--- src/rtl/sram_arbiter.sv ---
// sram_arbiter
//   Round-robin arbiter that lets NREQ requesters share one internal 64-bit SRAM port.
//   An IDLE cycle picks the next requester at or above rr_ptr. The winner then owns the
//   SRAM for a burst of beats until it marks a beat with i_last or drops i_req.
//
// Optional feature (compile-time macro):
//   SRAM_ARB_BURST_LIMIT_EN - when defined, an owner is also released on its MAX_BEATS-th
//                             accepted beat; when undefined, bursts are unbounded.
//
// Ports:
//   i_clk, i_rst                 clock; synchronous active-high reset
//   i_req/i_we/i_last [NREQ]     per-requester request, write enable, last-beat marker
//   i_addr/i_wdata/i_wstrb       per-requester address, write data, byte strobes (slice k)
//   o_gnt [NREQ]                 registered one-hot grant
//   o_rvalid [NREQ], o_rdata     registered one-hot read valid, shared read data
//   o_sram_*                     SRAM command (cs, we, addr, wdata, wstrb)
//   i_sram_rdata                 SRAM read data, one cycle after the cs cycle

module sram_arbiter #(
    parameter int unsigned NREQ      = 4,
    parameter int unsigned abits     = 18,
    parameter int unsigned MAX_BEATS = 16
) (
    input  logic                  i_clk,
    input  logic                  i_rst,
    input  logic [NREQ-1:0]       i_req,
    input  logic [NREQ-1:0]       i_we,
    input  logic [NREQ*abits-1:0] i_addr,
    input  logic [NREQ*64-1:0]    i_wdata,
    input  logic [NREQ*8-1:0]     i_wstrb,
    input  logic [NREQ-1:0]       i_last,
    output logic [NREQ-1:0]       o_gnt,
    output logic [NREQ-1:0]       o_rvalid,
    output logic [63:0]           o_rdata,
    output logic                  o_sram_cs,
    output logic                  o_sram_we,
    output logic [abits-1:0]      o_sram_addr,
    output logic [63:0]           o_sram_wdata,
    output logic [7:0]            o_sram_wstrb,
    input  logic [63:0]           i_sram_rdata
);

    localparam int unsigned IW = (NREQ > 1) ? $clog2(NREQ) : 1;
    localparam int unsigned CW = $clog2(MAX_BEATS) + 1;

    typedef enum logic {
        StIdle,
        StBusy
    } state_t;

    state_t          state_q;
    logic [IW-1:0]   owner_q;
    logic [IW-1:0]   rr_ptr_q;
    logic [CW-1:0]   beat_cnt_q;
    logic [NREQ-1:0] gnt_q;
    logic [NREQ-1:0] rvalid_q;

    logic [IW-1:0]   winner;
    logic            busy;
    logic            own_req;
    logic            own_we;
    logic            own_last;
    logic            accept;
    logic            limit_hit;
    logic            release_now;
    logic [IW-1:0]   next_ptr;
    logic [CW-1:0]   beat_cnt_inc;

    // First requester at or above rr_ptr, wrapping modulo NREQ.
    always_comb begin
        int unsigned idx;
        logic        found;
        idx    = 0;
        found  = 1'b0;
        winner = '0;
        for (int unsigned i = 0; i < NREQ; i++) begin
            idx = 32'(rr_ptr_q) + i;
            if (idx >= NREQ) begin
                idx = idx - NREQ;
            end
            if (!found && i_req[IW'(idx)]) begin
                found  = 1'b1;
                winner = IW'(idx);
            end
        end
    end

    assign busy     = (state_q == StBusy);
    assign own_req  = i_req[owner_q];
    assign own_we   = i_we[owner_q];
    assign own_last = i_last[owner_q];
    assign accept   = busy && own_req;

`ifdef SRAM_ARB_BURST_LIMIT_EN
    assign limit_hit = (beat_cnt_q == CW'(MAX_BEATS - 1));
`else
    assign limit_hit = 1'b0;
`endif

    // An owner that stops requesting gives up the SRAM as well.
    assign release_now = (accept && (own_last || limit_hit)) || (busy && !own_req);
    assign next_ptr    = (owner_q == IW'(NREQ - 1)) ? '0 : owner_q + 1'b1;

    // Saturates so an unbounded burst never wraps the count.
    assign beat_cnt_inc = (beat_cnt_q == {CW{1'b1}}) ? beat_cnt_q : beat_cnt_q + 1'b1;

    always_ff @(posedge i_clk) begin
        if (i_rst) begin
            state_q    <= StIdle;
            owner_q    <= '0;
            rr_ptr_q   <= '0;
            beat_cnt_q <= '0;
            gnt_q      <= '0;
            rvalid_q   <= '0;
        end else begin
            rvalid_q <= (accept && !own_we) ? (NREQ'(1) << owner_q) : '0;
            case (state_q)
                StIdle: begin
                    if (|i_req) begin
                        state_q    <= StBusy;
                        owner_q    <= winner;
                        gnt_q      <= NREQ'(1) << winner;
                        beat_cnt_q <= '0;
                    end
                end
                StBusy: begin
                    if (release_now) begin
                        state_q    <= StIdle;
                        gnt_q      <= '0;
                        rr_ptr_q   <= next_ptr;
                        beat_cnt_q <= '0;
                    end else if (accept) begin
                        beat_cnt_q <= beat_cnt_inc;
                    end
                end
            endcase
        end
    end

    assign o_gnt        = gnt_q;
    assign o_rvalid     = rvalid_q;
    assign o_rdata      = i_sram_rdata;
    assign o_sram_cs    = accept;
    assign o_sram_we    = accept && own_we;
    assign o_sram_addr  = i_addr[32'(owner_q) * abits +: abits];
    assign o_sram_wdata = i_wdata[32'(owner_q) * 64 +: 64];
    assign o_sram_wstrb = i_wstrb[32'(owner_q) * 8 +: 8];

endmodule

--- config.mk ---
export PLATFORM = sky130hd
export DESIGN_NAME = sram_arbiter
export DESIGN_NICKNAME = d
export VERILOG_FILES = /design/src/rtl/sram_arbiter.sv
export SDC_FILE = /design/constraint.sdc
export NUM_CORES = 1
export LEC_CHECK = 0
export CAP_MARGIN = 30
export CORE_AREA = 10 10 227 229
export DETAILED_ROUTE_END_ITERATION = 7
export DIE_AREA = 0 0 237 239
export GPL_TIMING_DRIVEN = 0
export PLACE_DENSITY = 0.4
export SYNTH_ARGS = -nofsm -noshare
export SYNTH_HDL_FRONTEND = slang
export SYNTH_SLANG_ARGS = --single-unit
--- constraint.sdc ---
create_clock -name i_clk -period 4.29 [get_ports i_clk]
set_clock_uncertainty 0.05 [all_clocks]
set_input_delay 0.429 -clock i_clk [delete_from_list [all_inputs] [get_ports i_clk]]
set_output_delay 0.429 -clock i_clk [all_outputs]
set_load 0.02 [all_outputs]
==> flow_summary_export.csv <==
group,metric,value,unit
clock_tree,cts_tree,"done",
clock_tree,cts_resized,0,
sta,tightest_slew,737,ps
critical_path,crit_buf_inv,6,
critical_path,rrSetupSlack,2330,ps
place,port_buffers,536,
pwr,power.share.sequential,0.081,
critical_path,r2r_start,"owner_q[1]$_SDFFE_PP0P_",
hold_path,hp-start,"o_gnt[2]$_SDFFE_PP0P_",
place,hpwlAfterDp,32200,um
critical_path,cp_top_family,"buffers and inverters",
final_layout,drive_gt1_frac,0.229,
final_layout,n_fill_cell,5132,
pwr,p_leak,3.27,nW
sta,slew_violations,0,
logic_synthesis,synthesis.area,0.00328,sq mm
global_routing,grt_start_max_net_pins,11,
sta,post-route-period-util,0.844,
critical_path,r2r-end,"o_rvalid[0]$_SDFF_PP0_",
clock_tree,post_cts_buffers,0,
outcome,status,"finished clean",
final_layout,final_common_cell,"clkdlybuf4s50_1",
clock_tree,htreeDepth,1,
clock_tree,clk-insertion-delay-late,240,ps
die,start_util,0.0697,
pwr,vdd_drop_max,112,uV
critical_path,crit_type,"reg2out",
final_layout,nets,1230,
final_layout,multi_input_area,0.00241,sq mm
route,drt_iter0_markers,208,
global_routing,grt_pass1_vias,5401,
critical_path,cpMostUsedCell,"buf_8",
route,routedWlPerCell,25.0,um
die,die-area,0.0566,sq mm
logic_synthesis,ys_seq_area_frac,0.0792,
pwr,total_power,1.66,mW
clock_tree,cts-hold-fix-buffers,0,
final_layout,area_delta_synth_final,191,%
sta,fin_ws,669,ps
route,drt_first_pass_iters,4,
sta,slew_headroom,0.509,
sta,setup_viol,0,
clock_tree,clk_path_buf_depth,2,
global_routing,overflow,0,
clock_tree,clock-sinks,13,
final_layout,regArea,260,sq um
logic_synthesis,syn_inst,247,
logic_synthesis,ys_types,32,
final_layout,most-common-layout-cells,"clkdlybuf4s50_1, mux4_2, buf_4, dfxtp_1, clkbuf_1",
pwr,p_int,1.04,mW
job,maxCapViolations,0,
pwr,p_comb_frac,0.813,
sta,fin_crit,3620,ps
global_routing,antenna_found_initial,0,
critical_path,crit_path_end_kind,"output port",
clock_tree,cts_buffers,3,
pwr,power_frac_clock,0.106,
critical_path,worstPathArrival,3140,ps
pwr,netSwitchingPower,0.616,mW
route,vias,4625,
critical_path,slowest_stage,"clkdlybuf4s50_1",
critical_path,startpoint_type,"register",
place,dpl_worst_slack,656,ps
critical_path,worstRegToRegCells,6,
sta,hold_viol_final,0,
die,die_height,239,um
route,wl,35100,um
critical_path,path_max_fanout,9,
critical_path,cp_data_required_time,3810,ps
die,num_rows,80,
final_layout,fin_util,0.202,
hold_path,hold_depth,1,
route,viasPerCell,3.29,
final_layout,diodes,0,
place,gp_congestion,0.760,
pwr,p_sw_frac,0.372,
logic_synthesis,yosysWarnings,0,
die,die_w,237,um
global_routing,grt_pass1_wl,46800,um
logic_synthesis,syn_nets,686,
hold_path,min_path_type,"reg2reg",
clock_tree,cts-root-buf,"clkbuf_16",
route,drc,0,
die,core-area,0.0471,sq mm
logic_synthesis,avgSynthCellArea,13.3,sq um
sta,fmax,0.276,GHz
critical_path,slowest_delay,720,ps
critical_path,crit_chain,"buf_2 -> clkbuf_1 -> buf_8 -> buf_1 -> buf_8 -> mux4_2 -> clkdlybuf4s50_1",
critical_path,startpoint,"owner_q[1]$_SDFFE_PP0P_",
route,ant_nets,0,
pwr,power.density,174,mW/mm^2
global_routing,track_usage,0.115,
hold_path,whs_endpoint,"o_gnt[2]$_SDFFE_PP0P_",
die,ioPinCount,602,
logic_synthesis,synth_seq_cells,13,
clock_tree,cts.clk_slew.worst_paths,50,ps
sta,final.setup.tns,0,ps
sta,rsz0062_at_grt,"false",
## worst max path at each step
| stage | end | slack [ps] | cells past startpoint |
|---|---|---|---|
| floorplan | o_sram_addr[10] | 2250 | 4 |
| global placement | o_sram_wdata[60] | -100 | 5 |
| detailed placement | o_sram_wdata[60] | 660 | 7 |
| CTS | o_sram_wdata[60] | 390 | 7 |
| global route | o_sram_wdata[60] | 380 | 7 |
| finish | o_sram_wdata[60] | 670 | 7 |
## logic make-up after synthesis
kind of cell,share of synthesized area
adder cells (fa/ha/maj),0.00381
AND/OR/NAND/NOR,0.0533
buffers and inverters,0.186
multiplexers,0.641
AO/OA/AOI/OAI,0.0370
flip-flops,0.0792
## sequential cells by signal, indices dropped and copies added, names as in the netlist
name      flops
busy          1
owner_q       2
o_gnt         4
o_rvalid      4
rr_ptr_q      2
## worst reg2reg max path: cells and delay by family, from the launching register on
| kind | cells | cell delay, ps |
|---|---|---|
| buf+inv | 5 | 1320 |
| simple gates | 1 | 160 |
| flops | 1 | 320 |
## through the flow
stage	instances	area [sq um]	hold WS, ps
2_1_floorplan	247	3280	416
3_3_place_gp	1398	9420	419
3_5_place_dp	1401	9460	421
4_1_cts	1405	9540	439
5_1_grt	1405	9540	462
6_report	1405	9540	429
## cells in the mapped netlist, drive strengths merged
library cell | number | area share
ha | 1 | 0.0038
nand2b | 3 | 0.0080
a32o | 4 | 0.012
inv | 5 | 0.0057
nor2 | 8 | 0.0091
o21ai | 2 | 0.0030
nor2b | 2 | 0.0038
or4b | 1 | 0.0030
clkbuf | 11 | 0.013
buf | 77 | 0.17
nor4 | 2 | 0.0038
a21oi | 3 | 0.0046
nand2 | 3 | 0.0042
nor3 | 3 | 0.0046
a31o | 1 | 0.0027
o31ai | 2 | 0.0046
or3 | 1 | 0.0019
and2 | 4 | 0.0076
o41a | 1 | 0.0034
dfxtp | 13 | 0.079
or2 | 2 | 0.0038
a221oi | 1 | 0.0027
mux4 | 93 | 0.64
mux2i | 1 | 0.0030
nand3 | 1 | 0.0015
and3 | 1 | 0.0019
a211oi | 1 | 0.0038
## power by group through the flow
stage	Combinational, mW	Clock [mW]	Sequential (mW)
after floorplan	0.553	0	0.139
after global placement	1.37	0	0.136
after detailed placement	1.38	0	0.136
after CTS	1.39	0.179	0.134
after global routing	1.42	0.186	0.135
final	1.35	0.176	0.134
## final cells by class
| class | instances | area share |
|---|---|---|
| timing repair buffer | 539 | 0.567 |
| multi-input combinational | 141 | 0.253 |
| tap | 615 | 0.0806 |
| buffer | 88 | 0.0620 |
| sequential | 13 | 0.0273 |
| clock buffer | 4 | 0.00826 |
| inverter | 5 | 0.00197 |
## per-layer routing
metal	track usage	part of all wire	up-vias	wire length (um)
met2	0.219	0.54	299	18900
met5	0	0	-	0
li1	-	-	2059	-
met4	0.00946	0.0066	0	231
met1	0.124	0.36	2259	12800
met3	0.0398	0.092	8	3230
(Power assumes the default switching activity.)
